==> config.mk <==
export PLATFORM = sky130hd
export DESIGN_NAME = commit_fifo
export DESIGN_NICKNAME = d
export VERILOG_FILES = /design/src/rtl/commit_fifo.sv
export SDC_FILE = /design/constraint.sdc
export NUM_CORES = 1
export LEC_CHECK = 0
export BUFFER_PORTS_ARGS = -buffer_cell sky130_fd_sc_hd__buf_2
export CAP_MARGIN = 20
export CORE_ASPECT_RATIO = 0.9
export CORE_UTILIZATION = 55
export DETAILED_ROUTE_END_ITERATION = 10
export PLACE_DENSITY = 0.75
export SYNTH_ARGS = -nofsm -noshare
export SYNTH_HDL_FRONTEND = slang
export SYNTH_SLANG_ARGS = --single-unit
==> constraint.sdc <==
create_clock -name clk -period 2.2 [get_ports clk]
set_clock_uncertainty 0.2 [all_clocks]
set_input_delay 0.33 -clock clk [delete_from_list [all_inputs] [get_ports clk]]
set_output_delay 0.33 -clock clk [all_outputs]
set_load 0.05 [all_outputs]
==> src/rtl/commit_fifo.sv <==
// Synchronous FIFO for one commit stream; a push to a full FIFO is accepted only alongside a pop.
// Entry width follows commit_entry_t, which shrinks when COMMIT_CHK_MEM_CMP_EN is undefined.
module commit_fifo #(
  parameter int  DEPTH   = 8,
  parameter type entry_t = logic
) (
  input  logic   clk,
  input  logic   rst_n,
  input  logic   clr,
  input  logic   push,
  input  entry_t wdata,
  input  logic   pop,
  output logic   full,
  output logic   empty,
  output entry_t rdata
);

  localparam int AW = $clog2(DEPTH);

  entry_t         mem [DEPTH];
  logic [AW:0]    wr_ptr;
  logic [AW:0]    rd_ptr;
  logic           do_push;
  logic           do_pop;

  assign empty   = (wr_ptr == rd_ptr);
  assign full    = (wr_ptr[AW] != rd_ptr[AW]) && (wr_ptr[AW-1:0] == rd_ptr[AW-1:0]);
  assign do_pop  = pop && !empty;
  assign do_push = push && (!full || do_pop);
  assign rdata   = mem[rd_ptr[AW-1:0]];

  always_ff @(posedge clk or negedge rst_n) begin
    if (!rst_n) begin
      wr_ptr <= '0;
      rd_ptr <= '0;
    end else if (clr) begin
      wr_ptr <= '0;
      rd_ptr <= '0;
    end else begin
      if (do_push) wr_ptr <= wr_ptr + (AW+1)'(1);
      if (do_pop)  rd_ptr <= rd_ptr + (AW+1)'(1);
    end
  end

  // Storage is not reset; pointers alone define which entries are valid.
  always_ff @(posedge clk) begin
    if (do_push && !clr) mem[wr_ptr[AW-1:0]] <= wdata;
  end

endmodule

==> results of run 1 <==
[cell usage in the layout, fill, tap and decap left out, types with 2 or more instances in the layout]
master	Yosys	layout
a21oi_1	3	3
buf_2	3	7
buf_4	0	8
clkbuf_4	0	3
dfrtp_1	8	7
edfxtp_1	8	8
ha_1	2	2
inv_1	7	7
mux4_2	2	2
nand2_1	6	6
nand2b_1	2	2
nand3_1	4	4
nand4_1	2	2
nor2_1	12	12
nor2b_1	2	2
nor3_1	2	2
nor4_1	2	2
o211ai_1	2	2
o21ai_0	3	3
o311ai_0	3	3
or3_1	2	2
xnor2_1	4	3
xor2_1	2	2
[stage by stage]
step                      util (%)  std cells
after floorplan                  -         94
after global placement        67.1        123
after detailed placement      67.1        123
after CTS                     70.5        129
after global routing          72.5        131
final                         72.5        131
[where the power goes]
part | total [mW] | switching [mW] | internal, mW
Clock | 0.161 | 0.0911 | 0.0703
Sequential | 0.355 | 0.0210 | 0.334
Combinational | 0.289 | 0.162 | 0.126
[per-layer routing]
layer	share of wire [%]	up-vias	GRT usage [%]
met3	4.7	0	5.29
met1	51	346	32.4
li1	-	375	-
met5	0	-	0
met2	44	20	35.4
met4	0	0	2.27
[critical path: stages (launching register included)]
cell and delay [ns]:
dfrtp_2 0.44, mux4_2 0.50, mux2_4 0.29, buf_8 0.15
[what timing repair did]
item / CTS / global route
buffers inserted: 1 / 2
hold endpoints to repair: 8 / 0
pin swaps: 1 / 0
hold buffers: 1 / 0
gates resized for setup: 3 / 3
endpoints found under the setup margin: 2 / 2
[cell type report]
class,instances,area (um^2),area share (%)
timing repair buffer,17,120,11.0
multi-input combinational,65,454,41.4
tap,22,27.5,2.51
sequential,16,442,40.3
clock buffer,4,26.3,2.40
inverter,7,26.3,2.40
[kinds of logic (layout without fill, tap and decap cells)]
family | Yosys count | after routing | share of synthesized area [%]
buf+inv | 13 | 28 | 5.61
simple gates | 36 | 36 | 18.8
xor+xnor | 6 | 6 | 5.61
fa+ha+maj | 2 | 2 | 2.67
compound gates | 17 | 17 | 13.1
mux | 4 | 4 | 7.09
flops | 16 | 16 | 47.1
[worst paths after layout]
path / slack [ns] / depth (start not counted) / to
max in group asynchronous: 1.40 / 2 / rd_ptr[0]
max reg2reg: 0.22 / 5 / mem[5]
min: 0.12 / 1 / mem[4]
min in group asynchronous: 0.20 / 2 / wr_ptr[0]
min reg2reg: 0.41 / 2 / rd_ptr[3]
max: 0.02 / 3 / rdata
[sequential cells by signal, indices dropped and copies added (netlist names)]
| register | flops |
|---|---|
| mem | 8 |
| rd_ptr | 4 |
| wr_ptr | 4 |
==> results.sh, run 1 <==
export IMPL_die_y_um=41.1
export IMPL_dp_hpwl_um=1260
export IMPL_initial_core_util_pct=61.9
export IMPL_num_rows=13
export IMPL_power_mw=0.805
export IMPL_yosys_warnings=0
export IMPL_fmax_mhz=458
export IMPL_ir_drop_uv=461
export IMPL_drt_vias_per_instance=5.66
export IMPL_critPathKind="reg -> out"
export IMPL_drt_pass1_iter_count=4
export IMPL_grt_pass1_wl_um=2930
export IMPL_drt_wl_total_um=1750
export IMPL_clockRootBuffer="clkbuf_4"
export IMPL_endpoint_kind="output port"
export IMPL_hold_start="wdata"
export IMPL_drive_gt1_share_pct=22.0
export IMPL_yosysUniqueCellTypes=32
export IMPL_drt_drc_violations_left=0
export IMPL_tritoncts="done"
export IMPL_nets=118
export IMPL_worstMarginPinSlew_ns=0.385
export IMPL_fp_coreArea_um2=1510
export IMPL_outcome="finished clean"
export IMPL_die_area_um2=1870
export IMPL_grt_max_degree=15
export IMPL_placed_cell_area_um2=1010
export IMPL_postLayoutCellArea_um2=1100
export IMPL_ant_nets=0
export IMPL_period_share_pct=99.3
export IMPL_avgSynthCellArea_um2=9.96
export IMPL_synth_nets=102
export IMPL_port_buffers=8
export IMPL_synth_top_area_share_pct=25.7
export IMPL_startpoint_type="flop"
export IMPL_cp_arrival_ns=1.65
export IMPL_fillCellCount=103
export IMPL_slew_headroom_pct=74.2
export IMPL_clkTransAtPathRegs_ns=0.10
export IMPL_fp_dieW_um=45.5
export IMPL_totalNegativeSetupSlack_ns=0
export IMPL_p_leak_nw=0.436
export IMPL_drt_iter0_markers=26
export IMPL_hold_ws_ns=0.118
export IMPL_wl_per_cell_um=13.3
export IMPL_ys_flop_type="edfxtp_1"
export IMPL_h_tree_depth=1
export IMPL_place_congestion=0.876
export IMPL_grt_use_total_pct=22.5
export IMPL_syn_area_um2=936
export IMPL_period_minus_slack_ns=2.18
export IMPL_setup_ws_ns=0.0155
export IMPL_rr_startpoint="rd_ptr[0]"
export IMPL_power_density_nw_per_um2=734
export IMPL_startpoint="rd_ptr[0]"
export IMPL_antenna_cells=0
export IMPL_ys_top_cells_by_count="12 x nor2_1, 8 x dfrtp_1, 8 x edfxtp_1"
export IMPL_antenna_found_initial=0
export IMPL_drv_cap=0
export IMPL_setup_viol=0
export IMPL_syn_inst=94
export IMPL_synth_edf_count=8
export IMPL_syn2layout_area_growth_pct=17.1
export IMPL_vias=741
export IMPL_rsz0062_at_grt="yes"
export IMPL_cts_buffers=3
export IMPL_drv_slew=0
export IMPL_yosysTopAreaCell="edfxtp_1"
export IMPL_synth_seq_area_share_pct=47.1
export IMPL_cp_required_ns=1.67
export IMPL_clk_path_buf_depth=2
export IMPL_ios=9
export IMPL_min_path_type="in -> reg"
export IMPL_pre_cts_ws_ns=0.173
export IMPL_grt_pass1_vias=657
export IMPL_yosysMostFrequentCell="nor2_1"
export IMPL_grt_overflow_total=0
export IMPL_ys_ff_latch=16
export IMPL_cts_sinks=16
export IMPL_hold_violations=0
export IMPL_worstSkewPairLatency_ns=0.28
export IMPL_cp_max_fo=5
export IMPL_synthTopCellsByArea="edfxtp_1 26%, dfrtp_1 21%, mux4_2 4.8%"
export IMPL_async_reset_ff_share_pct=50.0
Power figures use the tool's default switching activity.
==> run 2, diff against run 1 <==
Clock period 2.2 ns to 2.7 ns, I/O delays scaled along.
==> run 2 against run 1 <==
Net effect: total power down 24%; clock power down 18%; sequential power down 15%; sequential cell count unchanged; highest routed layer is now met4; register-to-register slack better by 0.30 ns; cell count down 6.1%; wire length down 0.34%; setup slack better by 0.18 ns; via count down 3.0%; die area unchanged; largest cell class unchanged; final area down 7.5%.
==> results.sh, run 2 (synthesis results as in run 1) <==
export IMPL_largest_reg_flops=8
export IMPL_crit_end="full"
export IMPL_cp_cell_sequence="xnor2_1 > nand4_1 > inv_1 > buf_2"
export IMPL_h_tree_depth=1
export IMPL_fp_coreArea_um2=1510
export IMPL_rr_startpoint="wr_ptr[0]"
export IMPL_placed_cell_area_um2=977
export IMPL_power_frac_clock_pct=21.4
export IMPL_startpoint_type="flop"
export IMPL_ios=9
export IMPL_drt_drc_violations_left=0
export IMPL_dp_hpwl_um=1280
export IMPL_tritoncts="done"
export IMPL_setup_ws_ns=0.192
export IMPL_nets=110
export IMPL_clkTransAtPathRegs_ns=0.09
export IMPL_endpoint_kind="output port"
export IMPL_drt_wl_total_um=1740
export IMPL_ir_drop_uv=281
export IMPL_cts_setup_buffers=0
export IMPL_cp_required_ns=2.10
export IMPL_hold_start="wdata"
export IMPL_postLayoutCellArea_um2=1010
export IMPL_p_leak_nw=0.390
export IMPL_power_density_nw_per_um2=607
export IMPL_fmax_mhz=399
export IMPL_place_congestion=0.881
export IMPL_final_common_cell="nor2_1"
export IMPL_hold_violations=0
export IMPL_power_net_switching_mw=0.218
export IMPL_die_y_um=41.1
export IMPL_reg2reg_depth=4
export IMPL_clk_path_buf_depth=2
export IMPL_grt_use_total_pct=21.8
export IMPL_final_util_pct=67.0
export IMPL_wl_per_cell_um=14.1
export IMPL_vias=719
export IMPL_syn2layout_area_growth_pct=8.29
export IMPL_min_path_type="in -> reg"
export IMPL_outcome="finished clean"
export IMPL_num_rows=13
export IMPL_period_share_pct=92.9
export IMPL_worstMarginPinSlew_ns=0.369
export IMPL_final_cell_mix="12 x nor2_1, 8 x buf_2, 8 x edfxtp_1, 8 x dfrtp_1, 7 x inv_1"
export IMPL_worstSkewPairLatency_ns=0.30
export IMPL_cts_sinks=16
export IMPL_drt_vias_per_instance=5.85
export IMPL_drv_cap=0
export IMPL_p_comb_share_pct=29.7
export IMPL_setup_viol=0
export IMPL_grt_pass1_vias=566
export IMPL_cp_max_fo=9
export IMPL_cp_arrival_ns=1.90
export IMPL_clockRootBuffer="clkbuf_4"
export IMPL_r2r_end="mem[4]"
export IMPL_critPathKind="reg -> out"
export IMPL_drive_gt1_share_pct=13.9
export IMPL_ant_nets=0
export IMPL_slew_headroom_pct=75.1
export IMPL_p_seq_share_pct=48.9
export IMPL_pre_cts_ws_ns=0.512
export IMPL_fp_dieW_um=45.5
export IMPL_antenna_found_initial=0
export IMPL_rsz0062_at_grt="no"
export IMPL_cts_buffers=3
export IMPL_p_int_mw=0.398
export IMPL_drt_iter0_markers=20
export IMPL_cp_slowest_cell="dfrtp_1"
export IMPL_swShare_pct=35.4
export IMPL_antenna_cells=0
export IMPL_port_buffers=8
export IMPL_totalNegativeSetupSlack_ns=0
export IMPL_grt_pass1_wl_um=2660
export IMPL_grt_max_degree=15
export IMPL_die_area_um2=1870
export IMPL_drv_slew=0
export IMPL_critPathMaxStageDelay_ns=0.47
export IMPL_startpoint="wr_ptr[0]"
export IMPL_drt_pass1_iter_count=4
export IMPL_grt_overflow_total=0
export IMPL_period_minus_slack_ns=2.51
export IMPL_initial_core_util_pct=61.9
export IMPL_rrSetupSlack_ns=0.52
## run 2: timing repair
item | CTS | global route
resized for setup | 0 | 0
endpoints found under the setup margin | 0 | 0
endpoints found under the hold margin | 8 | 0
hold buffers | 1 | 0
## run 2: metrics by stage
step	hold WS, ns	cells	total power [mW]
after floorplan	-0.0906	94	0.451
after global placement	0.0603	118	0.480
after detailed placement	0.0618	118	0.486
after CTS	0.179	123	0.621
after global routing	0.185	123	0.648
final	0.191	123	0.615
## run 2: how the worst min path moves through the flow
stage / slack, ns / to / cells after the start
after floorplan: -0.09 / rd_ptr[0] / 0
after global placement: 0.06 / rd_ptr[3] / 1
after detailed placement: 0.06 / rd_ptr[1] / 1
after CTS: 0.18 / mem[1] / 1
after global routing: 0.19 / mem[1] / 1
final: 0.19 / mem[3] / 1
## run 2: worst max-delay path: cells and delay by family, from the launching register on
family	cells	cell delay, ns
xor gates and xnor gates	1	0.33
buffers and inverters	2	0.43
DFF	1	0.47
and+or+nand+nor	1	0.37
## run 2: routing by layer
metal	global-route usage, %	vias up	share of wire, %
li1	-	358	-
met1	27.8	339	48
met2	34.6	18	45
met3	6.61	4	5.2
met4	9.09	0	1.6
met5	0	-	0
## run 2: cell type report
type | instances | area [um^2]
fill | 134 | 499
multi-input combinational | 65 | 443
sequential | 16 | 440
timing repair buffer | 9 | 50.0
tap | 22 | 27.5
clock buffer | 4 | 26.3
inverter | 7 | 26.3
## run 2: power groups by stage
stage	clock, mW	sequential, mW	combinational (mW)
6_report	0.132	0.301	0.183
5_1_grt	0.144	0.305	0.199
4_1_cts	0.138	0.301	0.182
3_5_place_dp	0	0.307	0.180
3_3_place_gp	0	0.304	0.175
2_1_floorplan	0	0.286	0.165
